File: config.mk
export PLATFORM = sky130hd
export DESIGN_NAME = fifo_rr_arbiter_flat
export DESIGN_NICKNAME = d
export VERILOG_FILES = /design/src/rtl/fifo_rr_arbiter_if.sv /design/src/rtl/fifo_rr_arbiter.sv /design/src/flat_wrapper.sv
export SDC_FILE = /design/constraint.sdc
export NUM_CORES = 1
export LEC_CHECK = 0
export BUFFER_PORTS_ARGS = -buffer_cell sky130_fd_sc_hd__buf_2
export CORE_ASPECT_RATIO = 1.2
export CORE_UTILIZATION = 44
export DETAILED_ROUTE_END_ITERATION = 16
export PLACE_DENSITY_LB_ADDON = 0.15
export SYNTH_ARGS = -nofsm -noshare
export SYNTH_HDL_FRONTEND = slang
export SYNTH_SLANG_ARGS = --single-unit
File: constraint.sdc
create_clock -name clk -period 3.6 [get_ports clk]
set_input_delay 0.36 -clock clk [delete_from_list [all_inputs] [get_ports clk]]
set_output_delay 0.36 -clock clk [all_outputs]
set_load 0.02 [all_outputs]
File: src/rtl/fifo_rr_arbiter_if.sv
// Handshake bundle between the round-robin drain controller and its environment.
// Input side: per-FIFO empty flags, head words and pop strobes.
// Output side: registered valid/ready stage carrying word plus source index.
//
// Signals:
//   in_empty  [N_IN]        empty flag of each FWFT input FIFO
//   in_dout   [N_IN*WIDTH]  head word of each FIFO, FIFO i at [i*WIDTH +: WIDTH]
//   in_rd_en  [N_IN]        pop strobe, one-hot or zero
//   out_valid / out_ready   output handshake
//   out_data  [WIDTH]       forwarded word
//   out_src   [SRC_W]       index of the FIFO the word came from
interface fifo_rr_arbiter_if #(
  parameter int WIDTH = 32,
  parameter int N_IN  = 4,
  parameter int SRC_W = 2
);
  logic [N_IN-1:0]       in_empty;
  logic [N_IN*WIDTH-1:0] in_dout;
  logic [N_IN-1:0]       in_rd_en;
  logic                  out_valid;
  logic [WIDTH-1:0]      out_data;
  logic [SRC_W-1:0]      out_src;
  logic                  out_ready;

  // master: the arbiter itself
  modport master (
    input  in_empty, in_dout, out_ready,
    output in_rd_en, out_valid, out_data, out_src
  );

  // slave: the FIFOs plus the downstream consumer
  modport slave (
    output in_empty, in_dout, out_ready,
    input  in_rd_en, out_valid, out_data, out_src
  );
endinterface

File: src/rtl/fifo_rr_arbiter.sv
// Round-robin drain controller: pops one non-empty FWFT FIFO per cycle into a registered output stage.
// Latency: a head word granted in cycle t is presented on out_valid/out_data in cycle t+1.
// Backpressure: out_valid && !out_ready holds the stage stable and suppresses every pop.
//
// Ports:
//   clk, rst_n   single rising-edge clock, synchronous active-low reset
//   flush        drops the held output word; no pop while high
//   bus          fifo_rr_arbiter_if.master (FIFO side + output handshake)
//   stat_sel     counter select                     (ARB_STATS_EN only)
//   stat_count   saturating grant count of stat_sel (ARB_STATS_EN only)
// Optional feature macro: ARB_STATS_EN adds per-source 16-bit grant counters.
module fifo_rr_arbiter #(
  parameter int WIDTH = 32,
  parameter int N_IN  = 4,
  parameter int SRC_W = 2
) (
  input  logic                    clk,
  input  logic                    rst_n,
  input  logic                    flush,
  fifo_rr_arbiter_if.master       bus
`ifdef ARB_STATS_EN
  ,
  input  logic [SRC_W-1:0]        stat_sel,
  output logic [15:0]             stat_count
`endif
);

  localparam logic [SRC_W:0]   N_IN_W = (SRC_W+1)'(N_IN);
  localparam logic [SRC_W-1:0] LAST   = SRC_W'(N_IN - 1);

  logic [SRC_W-1:0] rr_ptr;
  logic             out_valid_q;
  logic [WIDTH-1:0] out_data_q;
  logic [SRC_W-1:0] out_src_q;

  logic             accept;
  logic             pop;
  logic             gnt_found;
  logic [SRC_W-1:0] gnt_idx;
  logic [SRC_W-1:0] nxt_ptr;
  logic [SRC_W:0]   cand;
  logic [WIDTH-1:0] gnt_data;
  logic [N_IN-1:0]  rd_en;

  assign accept = !out_valid_q || bus.out_ready;
  // Gating with rst_n keeps the FIFOs untouched during the reset cycle.
  assign pop    = rst_n && !flush && accept && gnt_found;

  // Grant search: scan from rr_ptr upward, wrapping at N_IN. rr_ptr is
  // always < N_IN, so a single subtraction is enough to wrap and indices
  // >= N_IN can never be produced.
  always_comb begin
    gnt_found = 1'b0;
    gnt_idx   = '0;
    cand      = '0;
    for (int k = 0; k < N_IN; k++) begin
      cand = {1'b0, rr_ptr} + (SRC_W+1)'(k);
      if (cand >= N_IN_W) begin
        cand = cand - N_IN_W;
      end
      if (!gnt_found && !bus.in_empty[cand[SRC_W-1:0]]) begin
        gnt_found = 1'b1;
        gnt_idx   = cand[SRC_W-1:0];
      end
    end
  end

  // Head-word mux and one-hot pop strobe for the granted FIFO.
  always_comb begin
    gnt_data = '0;
    rd_en    = '0;
    for (int k = 0; k < N_IN; k++) begin
      if (SRC_W'(k) == gnt_idx) begin
        gnt_data = bus.in_dout[k*WIDTH +: WIDTH];
        rd_en[k] = pop;
      end
    end
  end

  assign nxt_ptr = (gnt_idx == LAST) ? '0 : gnt_idx + SRC_W'(1);

  always_ff @(posedge clk) begin
    if (!rst_n) begin
      out_valid_q <= 1'b0;
      out_data_q  <= '0;
      out_src_q   <= '0;
      rr_ptr      <= '0;
    end else if (flush) begin
      // Held word is dropped even if out_ready is high this cycle.
      out_valid_q <= 1'b0;
    end else if (accept) begin
      if (gnt_found) begin
        out_valid_q <= 1'b1;
        out_data_q  <= gnt_data;
        out_src_q   <= gnt_idx;
        rr_ptr      <= nxt_ptr;
      end else begin
        out_valid_q <= 1'b0;
      end
    end
  end

  assign bus.in_rd_en  = rd_en;
  assign bus.out_valid = out_valid_q;
  assign bus.out_data  = out_data_q;
  assign bus.out_src   = out_src_q;

`ifdef ARB_STATS_EN
  logic [15:0] grant_cnt [N_IN];

  // Counters follow the pop strobe so they count words actually taken from
  // each FIFO; flush leaves them untouched.
  always_ff @(posedge clk) begin
    if (!rst_n) begin
      for (int k = 0; k < N_IN; k++) begin
        grant_cnt[k] <= '0;
      end
    end else begin
      for (int k = 0; k < N_IN; k++) begin
        if (rd_en[k] && grant_cnt[k] != 16'hFFFF) begin
          grant_cnt[k] <= grant_cnt[k] + 16'd1;
        end
      end
    end
  end

  // Selects beyond N_IN-1 match no counter and read as zero.
  always_comb begin
    stat_count = '0;
    for (int k = 0; k < N_IN; k++) begin
      if (SRC_W'(k) == stat_sel) begin
        stat_count = grant_cnt[k];
      end
    end
  end
`endif

endmodule
File: src/flat_wrapper.sv
// flat-port wrapper written by rule: the top's interface ports become plain ports
module fifo_rr_arbiter_flat 
#(
  parameter int WIDTH = 32,
  parameter int N_IN  = 4,
  parameter int SRC_W = 2
)
  (clk, rst_n, flush, bus_in_empty, bus_in_dout, bus_out_ready, bus_in_rd_en, bus_out_valid, bus_out_data, bus_out_src);
  fifo_rr_arbiter_if #(.WIDTH(WIDTH), .N_IN(N_IN), .SRC_W(SRC_W)) bus_i ();
  input  logic clk;
  input  logic rst_n;
  input  logic flush;
  input wire logic [$bits(bus_i.in_empty)-1:0] bus_in_empty;
  input wire logic [$bits(bus_i.in_dout)-1:0] bus_in_dout;
  input wire logic [$bits(bus_i.out_ready)-1:0] bus_out_ready;
  output wire logic [$bits(bus_i.in_rd_en)-1:0] bus_in_rd_en;
  output wire logic [$bits(bus_i.out_valid)-1:0] bus_out_valid;
  output wire logic [$bits(bus_i.out_data)-1:0] bus_out_data;
  output wire logic [$bits(bus_i.out_src)-1:0] bus_out_src;
  assign bus_i.in_empty = bus_in_empty;
  assign bus_i.in_dout = bus_in_dout;
  assign bus_i.out_ready = bus_out_ready;
  assign bus_in_rd_en = bus_i.in_rd_en;
  assign bus_out_valid = bus_i.out_valid;
  assign bus_out_data = bus_i.out_data;
  assign bus_out_src = bus_i.out_src;
  fifo_rr_arbiter #(.WIDTH(WIDTH), .N_IN(N_IN), .SRC_W(SRC_W)) u_core (.clk(clk), .rst_n(rst_n), .flush(flush), .bus(bus_i));
endmodule
# [Word level (Yosys, flattened, before mapping)]
# Index checks and enable logic that the tools add are counted.
[totals] ff_bits=37 latchBits=0 mem_bits_rw=0 mem_bits_ro=0 out_inout_bits=39 elab_cells=73 mem_count=0
[op_classes] add_sub_neg=8 mul=0 div=0 magnitude_cmp=8 eq_ne=4 n_shift=0 mux=30 n_bitwise=2 n_reduce_logical=17
[ops] op="$mux W32" count=4
[ops] op="$mux W2" count=9
[ops] op="$mux W1" count=13
[ops] op="$lt A2 B3 Y1 const B" count=4
[ops] op="$ge A3 B3 Y1 const B" count=3
[ops] op="$bmux W1 S2" count=4
[ops] op="$sub A2 B1 Y2 const B" count=4
[ops] op="$logic_not A1 Y1" count=7
[ops] op="$add A2 B2 Y3 const B" count=2
[ops] op="$logic_and A1 B1 Y1" count=6
[ops] op="$eq A2 B2 Y1 const A" count=2
[ops] op="$add A2 B1 Y3 const B" count=1
[ops] op="$ge A2 B3 Y1 const B" count=1
[ops] op="$reduce_and A3 Y1" count=1
[ops] op="$add A2 B1 Y2 const B" count=1
[ops] op="$eq A1 B2 Y1 const A" count=1
[ops] op="$eq A2 B2 Y1 const B" count=1
[ops] op="$logic_not A2 Y1" count=1
[ops] op="$not A1 Y1" count=2
[ops] op="$reduce_or A2 Y1" count=1
[ops] op="$logic_or A1 B1 Y1" count=1

# [Longest topological paths before layout]
# Gate-level depths: netlist of run 1.
[depth] depth_word=19 mapped_depth=12

# [Worst setup path after synthesis of run 1]
# OpenSTA, ideal clock, no wires.
[synth_path] path_kind="register to output" from="reg u_core.rr_ptr[1]" to="out bus_in_rd_en[3]" arrival_ns=1.899 required_time_ns=3.240 path_slack_ns=1.341 stages_incl_launch_ff=9 path_buffers=2 path_cell_list="dfxtp_1 > nor2b_1 > o21ai_0 > nand2_1 > a21oi_1 > ha_1 > clkbuf_1 > clkbuf_1 > and3_1"
[synth_via] elab_chain_len=16 elab_cells_between_ends=42
[synth_lines] element="start: declaration" line="fifo_rr_arbiter.sv:31" text="logic [SRC_W-1:0] rr_ptr;"
[synth_lines] element="start signal: assignment" line="fifo_rr_arbiter.sv:96" text="rr_ptr <= nxt_ptr;"
[synth_lines] element="$add A2 B1 Y3" line="fifo_rr_arbiter.sv:57" text="cand = {1'b0, rr_ptr} + (SRC_W+1)'(k);"
[synth_lines] element="$ge A3 B3 Y1 / $sub A2 B1 Y2 (equally long branches)" line="fifo_rr_arbiter.sv:58, fifo_rr_arbiter.sv:59"
[synth_lines] element="$mux W2" line="fifo_rr_arbiter.sv:58" text="if (cand >= N_IN_W) begin"
[synth_lines] element="$bmux W1 S2" line="fifo_rr_arbiter.sv:61" text="if (!gnt_found && !bus.in_empty[cand[SRC_W-1:0]]) begin"
[synth_lines] element="$mux W1 (not written as such)" line="fifo_rr_arbiter.sv:61"
[synth_lines] element="$logic_not A1 Y1" line="fifo_rr_arbiter.sv:61"
[synth_lines] element="$logic_and A1 B1 Y1" line="fifo_rr_arbiter.sv:61"
[synth_lines] element="$mux W1" line="fifo_rr_arbiter.sv:61"
[synth_lines] element="$logic_not A1 Y1" line="fifo_rr_arbiter.sv:61"
[synth_lines] element="$logic_and A1 B1 Y1" line="fifo_rr_arbiter.sv:61"
[synth_lines] element="$mux W1" line="fifo_rr_arbiter.sv:61"
[synth_lines] element="$logic_not A1 Y1" line="fifo_rr_arbiter.sv:61"
[synth_lines] element="$logic_and A1 B1 Y1" line="fifo_rr_arbiter.sv:61"
[synth_lines] element="$mux W2 (*)" line="fifo_rr_arbiter.sv:61"
[synth_lines] element="via u_core.gnt_idx[0]" line="fifo_rr_arbiter.sv:39" text="logic [SRC_W-1:0] gnt_idx;"
[synth_lines] element="$eq A2 B2 Y1 (*)" line="fifo_rr_arbiter.sv:73" text="if (SRC_W'(k) == gnt_idx) begin"
[synth_lines] element="$mux W1 (*)" line="fifo_rr_arbiter.sv:73"
[synth_lines] element="end: declaration" line="flat_wrapper.sv:16" text="output wire logic [$bits(bus_i.in_rd_en)-1:0] bus_in_rd_en;"
# Mark *: on every way through the listed nets, which the timed path passes. The rest lies on a longest branch. The select of a mux whose other input is x is not followed.

# [Final worst setup path of run 1]
[layout_path] from="reg u_core.rr_ptr[1]" to="out bus_in_rd_en[1]"
[layout_via] elab_chain_len=16 elab_cells_between_ends=42
[layout_lines] element="$add A2 B1 Y3" line="fifo_rr_arbiter.sv:57"
[layout_lines] element="$ge A3 B3 Y1 / $sub A2 B1 Y2 (equally long branches)" line="fifo_rr_arbiter.sv:58, fifo_rr_arbiter.sv:59"
[layout_lines] element="$mux W2" line="fifo_rr_arbiter.sv:58"
[layout_lines] element="$bmux W1 S2" line="fifo_rr_arbiter.sv:61"
[layout_lines] element="$mux W1 (not written as such)" line="fifo_rr_arbiter.sv:61"
[layout_lines] element="$logic_not A1 Y1" line="fifo_rr_arbiter.sv:61"
[layout_lines] element="$logic_and A1 B1 Y1" line="fifo_rr_arbiter.sv:61"
[layout_lines] element="$mux W1" line="fifo_rr_arbiter.sv:61"
[layout_lines] element="$logic_not A1 Y1" line="fifo_rr_arbiter.sv:61"
[layout_lines] element="$logic_and A1 B1 Y1" line="fifo_rr_arbiter.sv:61"
[layout_lines] element="$mux W1" line="fifo_rr_arbiter.sv:61"
[layout_lines] element="$logic_not A1 Y1" line="fifo_rr_arbiter.sv:61"
[layout_lines] element="$logic_and A1 B1 Y1" line="fifo_rr_arbiter.sv:61"
[layout_lines] element="$mux W2 / $mux W1 (equally long branches)" line="fifo_rr_arbiter.sv:61"
[layout_lines] element="$eq A1 B2 Y1 / $logic_and A1 B1 Y1 (equally long branches)" line="fifo_rr_arbiter.sv:73, fifo_rr_arbiter.sv:47"
[layout_lines] element="$mux W1 (*)" line="fifo_rr_arbiter.sv:73"
# Every way passes the cells marked *; elsewhere a longest branch is shown, timed or not. The select of a mux whose other input is x is not followed.

==> results of run 1 <==
-- layout make-up --
| type | count | share of cell area |
|---|---|---|
| multi-input cells | 198 | 0.400 |
| repair buffers | 179 | 0.280 |
| flip-flops and latches | 37 | 0.225 |
| inverters | 33 | 0.0376 |
| well taps | 60 | 0.0228 |
| clock buffers | 5 | 0.0209 |
| clock inverters | 3 | 0.0141 |
-- path summary, 6_finish.rpt --
path                                            from                                   end  cells past startpoint
hold / removal                      bus_in_dout[113]  u_core.bus.out_data[17]$_SDFFE_PN0P_                      3
setup / recovery       u_core.rr_ptr[1]$_SDFFE_PN0P_                       bus_in_rd_en[1]                      7
setup reg to reg       u_core.rr_ptr[1]$_SDFFE_PN0P_  u_core.bus.out_data[30]$_SDFFE_PN0P_                      8
hold reg to reg   u_core.bus.out_src[0]$_SDFFE_PN0P_    u_core.bus.out_src[0]$_SDFFE_PN0P_                      2
-- worst register-to-register path, stage by stage, from the launching register on --
cell      delay [ns]
dfxtp_1         0.43
nor2b_1         0.19
nor3b_1         0.06
o22ai_1         0.32
ha_1            0.23
nor2b_4         0.64
a221oi_1        0.23
a211o_1         0.33
a31oi_1         0.14
-- power breakdown --
part / total [mW] / internal, mW / switching (mW)
Sequential: 0.478 / 0.455 / 0.0230
Combinational: 0.565 / 0.255 / 0.309
Clock: 0.373 / 0.207 / 0.166
-- layer usage --
metal  vias up  track usage  routed length, um
met4         0        0.120                189
met2       131        0.461               3860
li1       1431            -                  -
met5         -            0                  0
met3        18       0.0643                514
met1      1301        0.294               2950
-- cell families (layout without fill, tap and decap cells) --
logic type	Yosys count	in the layout
compound gates	139	139
fa+ha+maj	4	4
buf+inv	67	220
flops	37	37
mux	1	1
simple gates	54	54
-- cell usage in the layout, fill, tap and decap left out --
cell type | Yosys | final
nor2b_1 | 3 | 3
a21oi_1 | 2 | 2
a221oi_1 | 32 | 32
dfxtp_1 | 37 | 37
mux2i_1 | 1 | 1
clkbuf_8 | 0 | 5
nor3b_1 | 1 | 1
inv_1 | 33 | 33
buf_2 | 10 | 174
o21ai_0 | 35 | 35
nor2b_4 | 1 | 1
and4_4 | 1 | 1
buf_12 | 0 | 1
clkinvlp_4 | 0 | 1
o22ai_1 | 3 | 3
nand3_1 | 1 | 1
ha_1 | 4 | 2
o21a_1 | 1 | 1
and2_1 | 1 | 1
nand2_1 | 38 | 38
a211o_1 | 33 | 33
nor2_1 | 1 | 1
a31oi_1 | 33 | 33
ha_2 | 0 | 2
nor3b_4 | 1 | 1
clkinv_4 | 0 | 1
buf_4 | 0 | 4
bufinv_16 | 0 | 1
nand2b_1 | 2 | 2
and3_1 | 4 | 4
-- state kept, by name (all words and copies together) (netlist names) --
| signal | cells |
|---|---|
| u_core.bus.out_data | 32 |
| u_core.bus.out_src | 2 |
| u_core.rr_ptr | 2 |
| u_core.bus.out_valid | 1 |
==> results.toml, run 1 <==
[outcome]
status = "finished, final reports clean"

[synth]
syn-num-nets = 442
yosysTopAreaCellShare = 0.312
synth_adder_area_share = 0.0211
async_flop_share = 0
synthMuxAreaShare = 0.00421
synth_compound_area_frac = 0.415
ys.warnings.count = 0
synthTopCellsByCount = "38 x nand2_1, 37 x dfxtp_1, 35 x o21ai_0"
synthXorXnorAreaFrac = 0
ys_ff_latch = 37
synth_cell_types = 25
synth_area_leaders = "dfxtp_1 31%, a211o_1 12%, a221oi_1 12%, a31oi_1 8.7%, o21ai_0 7.4%"
syn_inst = 302
synth_edf_count = 0
synth_top_cell_by_area = "dfxtp_1"
synth_flop_cell = "dfxtp_1"
synth_top_family_by_area = "compound AO/OA/AOI/OAI gates"
synth-simple-area-share = 0.112
ys_seq_area_frac = 0.312
avgSynthCellArea_um2 = 7.87
yosysMostFrequentCell = "nand2_1"
syn-cell-area_um2 = 2380

[worst_setup_path]
path_buf_inv = 2
path_class = "reg -> out"
cp_max_fo = 33
critical_path.startpoint_type = "flip-flop"
crit_chain = "nor2b_1 > nor3b_1 > o22ai_1 > ha_1 > buf_4 > and3_1 > buf_2"
crit_required_ns = 3.24
cp-end-kind = "primary output"
critical_path.slowest_cell = "dfxtp_1"
ff2ff_setup_slack_ns = 0.95
arrival_ns = 2.33
cpLargestDelayFamily = "buffers and inverters"
max_stage_delay_ns = 0.43

[global_routing]
grt_pass1_vias = 2684
grt_pass1_wl_um = 11900
grt_overflow = 0
grtUsageTotal = 0.259
antenna_found_initial = 0
grt_max_degree = 44

[sta]
setup-violations-final = 0
setup_ws_ns = 0.912
max_freq_ghz = 0.372
whs_ns = 0.320
slew_violations = 0
relSlewSlack = 0.493
rsz0062_at_grt = "false"
finalCriticalPeriod_ns = 2.69
worst_pin_slew_ns = 0.759
setup_tns_ns = 0
finalHoldViolations = 0
period_share = 0.747
skew_ns = 0.00749

[clocking]
cts_sinks = 37
clock_path_buffers = 2
cts.clk_slew.worst_paths_ns = 0.08
postCtsHoldBufs = 0
cts_buffers = 5
cts-resized-gates = 0
tritoncts = "yes"
postCtsSetupBuffers = 0
h-tree-depth = 2
clockRootBuffer = "clkbuf_8"
clk_latency_ns = 0.30

[placement]
place_inst = 507
dp_slack_ns = 0.901
dp_hpwl_um = 5330
io_buffers = 174
gp_congestion = 0.805
placed_area_um2 = 3180

[layout]
final_cells = 515
layout.nets = 594
drive_above_1_share = 0.422
num-fill-cells = 456
n_antenna_cell = 0
fin_area_um2 = 3290
final_util = 0.648
syn_to_final_growth_pct = 38.5
multiInputGateArea_um2 = 1320
regArea_um2 = 741

[route]
drcViolationCount = 0
vias = 2881
routed_wl_um = 7520
drt_iter0_markers = 137
drt_first_pass_iters = 4
wl_per_cell_um = 14.6
vias_per_cell = 5.59
postRouteAntennaNets = 0

[flow_run]
cap_viol_max_count = 0

[floorplan]
core-area_um2 = 5080
start_util = 0.468
fp-row-count = 28
die_y_um = 82.5
die_width_um = 69.1
die-area_um2 = 5700
io_pins = 175

[pwr]
p_leak_nw = 1.71
vdd_drop_max_mv = 0.241
power.total_mw = 1.42
p_per_area_nw_per_um2 = 430

[min_path]
hp-class = "in -> reg"
Note: power is estimated with default switching activity, not from simulation.
==> run 2: changes to the inputs <==
- ABC_AREA: not set -> 1
- clock period: 3.6 -> 2.65 ns (I/O delays scaled with it)
==> results.toml, run 2 <==
[outcome]
status = "finished, final reports clean"

[global_routing]
grt_overflow = 0
grt_pass1_wl_um = 13900
grt_util_met1 = 0.323
grt_pass1_vias = 3118
grtUsageMet2 = 0.463
grtUsageTotal = 0.263
grt_max_degree = 38
antenna_found_initial = 0
grt_use_met3 = 0.0448
busiest_layer = "met2"

[synth]
ys_ff_latch = 37
async_flop_share = 0
ys.warnings.count = 0
synth_area_leaders = "nand2_1 27%, dfxtp_1 26%, o21ai_0 11%, nor2_1 7.3%, a21oi_1 6.5%"
yosysTopAreaCellShare = 0.272
synth_flop_cell = "dfxtp_1"
synth_top_cell_by_area = "nand2_1"
syn-cell-area_um2 = 2830
syn_inst = 498
avgSynthCellArea_um2 = 5.68
synth_edf_count = 0
ys_seq_area_frac = 0.262
synth_cell_types = 26
yosysMostFrequentCell = "nand2_1"
syn-num-nets = 638
synthTopCellsByCount = "205 x nand2_1, 60 x o21ai_0, 55 x nor2_1"

[route]
routed_wl_um = 9730
vias = 3705
drcViolationCount = 0
drt_iter0_markers = 190
postRouteAntennaNets = 0
drt_first_pass_iters = 5
wl_per_cell_um = 12.9
vias_per_cell = 4.91

[clocking]
cts.clk_slew.worst_paths_ns = 0.08
cts_buffers = 5
tritoncts = "yes"
h-tree-depth = 2
clock_path_buffers = 2
clockRootBuffer = "clkbuf_8"
cts_sinks = 37
clk_latency_ns = 0.29

[layout]
final_util = 0.681
largest_reg_flops = 32
layout.nets = 812
syn_to_final_growth_pct = 47.6
final_common_cell = "nand2_1"
drive_above_1_share = 0.389
num-fill-cells = 580
n_antenna_cell = 0
layout_common_cells = "199 x nand2_1, 173 x buf_2, 58 x o21ai_0, 54 x nor2_1, 36 x a21oi_1"

[floorplan]
core-area_um2 = 6130
fp-row-count = 31
die-area_um2 = 6750
die_width_um = 75.2
die_y_um = 89.8
start_util = 0.461
io_pins = 175

[sta]
slew_violations = 0
setup-violations-final = 0
setup_ws_ns = 0.0894
finalCriticalPeriod_ns = 2.56
whs_ns = 0.250
skew_ns = 0.00749
worst_pin_slew_ns = 0.390
rsz0062_at_grt = "true"
period_share = 0.966
finalHoldViolations = 0
max_freq_ghz = 0.391
relSlewSlack = 0.740

[flow_run]
cap_viol_max_count = 0

[worst_setup_path]
cp-end-kind = "flip-flop"
critical_path.startpoint_type = "flip-flop"
arrival_ns = 2.78
path_class = "reg -> reg"
crit_required_ns = 2.87
cp_max_fo = 12

[placement]
gp_congestion = 0.862
dp_slack_ns = -0.0209
io_buffers = 174
dp_hpwl_um = 6500

[pwr]
p_leak_nw = 2.38
power.total_mw = 4.50
vdd_drop_max_mv = 0.549
p_per_area_nw_per_um2 = 1080

[min_path]
hp-class = "in -> reg"
## run 2: changes by cell type in the layout (fill, tap and decap cells not counted), sizes merged, moves of 4 or more
cell,change
nor2,+75
clkbuf,+4
nand3,+7
o21ai,+32
a211o,-33
a31oi,-33
and3,-4
nand2,+175
buf,+16
inv,-15
nor2b,-4
a221oi,-32
a21oi,+36
## run 2: report_power, final
part	internal, mW	total, mW	switching [mW]
clock network	0.182	0.384	0.202
registers	0.704	0.802	0.0986
logic	1.42	3.32	1.89
total	2.31	4.50	2.19
## run 2: final cells by class
| class | instances | area (um^2) | share of cell area |
|---|---|---|---|
| flip-flops and latches | 37 | 748 | 0.179 |
| inverters | 18 | 77.6 | 0.0186 |
| clock inverters | 2 | 10.0 | 0.00240 |
| clock buffers | 6 | 72.6 | 0.0174 |
| well taps | 82 | 103 | 0.0246 |
| repair buffers | 200 | 1240 | 0.298 |
| multi-input cells | 410 | 1920 | 0.459 |
## run 2: what timing repair did
action / 4_1_cts / 5_1_grt
gates cloned: 2 / 3
gates resized for setup: 5 / 35
hold buffers: 0 / 0
buffers inserted: 2 / 4
pin swaps: 0 / 7
setup endpoints to repair: 27 / 35
## run 2: kinds of logic after synthesis
kind of cell | share of synthesized area
simple gates | 0.445
compound gates | 0.187
buf+inv | 0.0881
flops | 0.262
fa+ha+maj | 0.0177
## run 2: worst paths after layout
path	endpoint	from	cells past startpoint	slack (ns)
hold reg to reg	u_core.bus.out_data[5]$_SDFFE_PN0P_	u_core.bus.out_data[5]$_SDFFE_PN0P_	2	0.47
setup / recovery	u_core.bus.out_data[19]$_SDFFE_PN0P_	u_core.rr_ptr[0]$_SDFFE_PN0P_	21	0.09
hold / removal	u_core.bus.out_valid$_SDFFE_PP0P_	flush	4	0.25
setup reg to reg	u_core.bus.out_data[19]$_SDFFE_PN0P_	u_core.rr_ptr[0]$_SDFFE_PN0P_	21	0.09
## run 2: layer usage
| layer | part of all wire | wire length [um] |
|---|---|---|
| met5 | 0 | 0 |
| met4 | 0.018 | 177 |
| met3 | 0.083 | 812 |
| met2 | 0.51 | 4960 |
| met1 | 0.39 | 3780 |
## run 2: through the flow
step / area, um^2 / setup TNS (ns) / std cells
2_1_floorplan: 2830 / 0 / 498
3_3_place_gp: 3770 / 0 / 736
3_5_place_dp: 3770 / -0.0564 / 736
4_1_cts: 3940 / 0 / 748
5_1_grt: 4170 / -0.884 / 755
6_report: 4170 / 0 / 755
## run 2: worst max-delay path, stage by stage (launching register included)
cell	delay [ns]
dfxtp_4	0.39
buf_4	0.15
nand2_2	0.09
nand3_2	0.10
nand2_4	0.13
nand4_1	0.13
nand2_1	0.09
nand2_1	0.08
nand2_4	0.11
ha_2	0.18
inv_2	0.05
nor2_4	0.12
buf_6	0.13
clkbuf_16	0.16
nand2_1	0.06
nand2_1	0.05
o21ai_0	0.08
nand2_1	0.06
o21ai_0	0.06
nand2_1	0.07
nand2_1	0.05
nor2_1	0.13
==> run 3: changes to the inputs <==
- CELL_PAD_IN_SITES_DETAIL_PLACEMENT: not set -> 1
- CELL_PAD_IN_SITES_GLOBAL_PLACEMENT: not set -> 1
- CORE_UTILIZATION: 44 -> 27
==> results.toml, run 3 (synthesis results as in run 2) <==
[route]
postRouteAntennaNets = 0
met2WireLength_um = 6360
routed_wl_um = 12200
drt_first_pass_iters = 4
drcViolationCount = 0
drt-met1-wl_um = 5100
top_layer = "met4"
vias_per_cell = 4.77
wl_per_cell_um = 15.2
vias = 3836
drt_iter0_markers = 85
met3WireLength_um = 603

[sta]
whs_ns = 0.281
finalCriticalPeriod_ns = 2.55
relSlewSlack = 0.628
finalHoldViolations = 0
max_freq_ghz = 0.392
period_share = 0.963
skew_ns = 0.00291
worst_pin_slew_ns = 0.558
setup-violations-final = 0
slew_violations = 0
setup_tns_ns = 0

[global_routing]
grt_overflow = 0
grt_pass1_vias = 3773
grt_max_degree = 49
grt_pass1_wl_um = 17600
antenna_found_initial = 0
grtUsageTotal = 0.206

[pwr]
p_leak_nw = 2.46
vdd_drop_max_mv = 0.531
p_int_mw = 2.64
power.total_mw = 5.01
p_sw_mw = 2.36
p_seq_frac = 0.161
power_frac_clock = 0.120
comb_power_share = 0.720
switching_share = 0.472
p_per_area_nw_per_um2 = 1130

[clocking]
clockRootBuffer = "clkbuf_16"
clock_path_buffers = 2
h-tree-depth = 2
cts_buffers = 5
clk_latency_ns = 0.28
cts_sinks = 37
cts.clk_slew.worst_paths_ns = 0.06
tritoncts = "yes"

[worst_setup_path]
ff2ff_setup_slack_ns = 0.12
cp_max_fo = 13
r2r_end = "u_core.bus.out_data[22]$_SDFFE_PN0P_"
critical_path.startpoint_type = "flip-flop"
timing.rr.start = "u_core.rr_ptr[0]$_SDFFE_PN0P_"
cp-end-kind = "primary output"
crit_required_ns = 2.38
path_class = "reg -> out"
arrival_ns = 2.29
reg2regPathDepth = 20

[layout]
largest_reg_flops = 32
layout_common_cells = "195 x nand2_1, 172 x buf_2, 54 x nor2_1, 54 x o21ai_0, 36 x a21oi_1"
regArea_um2 = 748
drive_above_1_share = 0.406
num-fill-cells = 1423
layout.nets = 818
final_util = 0.438
n_antenna_cell = 0
final_common_cell = "nand2_1"
fin_area_um2 = 4420
multiInputGateArea_um2 = 1970
syn_to_final_growth_pct = 56.4

[floorplan]
start_util = 0.280
die_y_um = 114
core-area_um2 = 10100
die_width_um = 95.4
fp-row-count = 40
die-area_um2 = 10900
io_pins = 175

[min_path]
min_path_cells = 4
hold_path_end = "u_core.bus.out_valid$_SDFFE_PP0P_"
hp-class = "in -> reg"
hp-start = "flush"

[placement]
gp_congestion = 0.785
placed_area_um2 = 3840
dp_hpwl_um = 7970
io_buffers = 174

[flow_run]
cap_viol_max_count = 0

[outcome]
status = "finished, final reports clean"
==> run 3: changes by cell type in the layout (fill, tap and decap cells not counted), sizes merged <==
cell	delta
bufbuf	+1
buf	+6
clkinv	-2
==> run 3: stage by stage <==
stage / worst slack, ns / std cells
final: 0.0993 / 804
after detailed placement: -0.0649 / 777
after floorplan: 0.140 / 498
after CTS: 0.00304 / 790
after global routing: -0.0779 / 804
after global placement: 0.0178 / 777
==> run 3: layout make-up <==
class	instances	share of cell area
inverters	18	0.0170
flip-flops and latches	37	0.169
well taps	126	0.0356
clock buffers	7	0.0322
repair buffers	206	0.302
multi-input cells	410	0.444
==> run 3: worst max path at each step <==
stage,to,depth (start not counted),from
finish,bus_in_rd_en[3],15,u_core.rr_ptr[0]$_SDFFE_PN0P_
global route,u_core.bus.out_data[15]$_SDFFE_PN0P_,20,u_core.rr_ptr[0]$_SDFFE_PN0P_
CTS,bus_in_rd_en[2],13,u_core.rr_ptr[0]$_SDFFE_PN0P_
detailed placement,u_core.bus.out_data[30]$_SDFFE_PN0P_,18,u_core.rr_ptr[0]$_SDFFE_PN0P_
global placement,u_core.bus.out_data[0]$_SDFFE_PN0P_,19,u_core.rr_ptr[0]$_SDFFE_PN0P_
floorplan,bus_in_rd_en[1],13,u_core.rr_ptr[0]$_SDFFE_PN0P_
==> run 3: power groups by stage <==
stage	registers (mW)	logic (mW)	clock network (mW)
after floorplan	0.963	1.81	0
after global placement	0.799	2.79	0
after detailed placement	0.808	2.85	0
after CTS	0.799	3.12	0.613
after global routing	0.822	4.04	0.639
final	0.804	3.60	0.598
==> run 3: worst max-delay path: stages (launching register included) <==
cell and delay (ns):
dfxtp_4 0.41, nand2_1 0.14, nand2_2 0.13, nand2_1 0.07
nand2_1 0.10, nand3_2 0.11, nand2_1 0.07, nand2_1 0.07
nand2_2 0.10, nand2_4 0.09, inv_2 0.09, ha_2 0.19
inv_2 0.05, buf_12 0.14, nor2_1 0.11, buf_4 0.15
==> run 3: routing by layer <==
layer,up-vias,global-route usage
li1,1935,-
met1,1783,0.246
met2,107,0.380
met3,11,0.0352
met4,0,0.0438
met5,-,0
==> run 3: what timing repair did <==
| action | CTS | global route |
|---|---|---|
| hold buffers | 0 | 0 |
| setup endpoints to repair | 35 | 35 |
| buffers inserted | 3 | 11 |
| pin swaps | 1 | 14 |
| resized for setup | 7 | 43 |
| gates cloned | 3 | 3 |
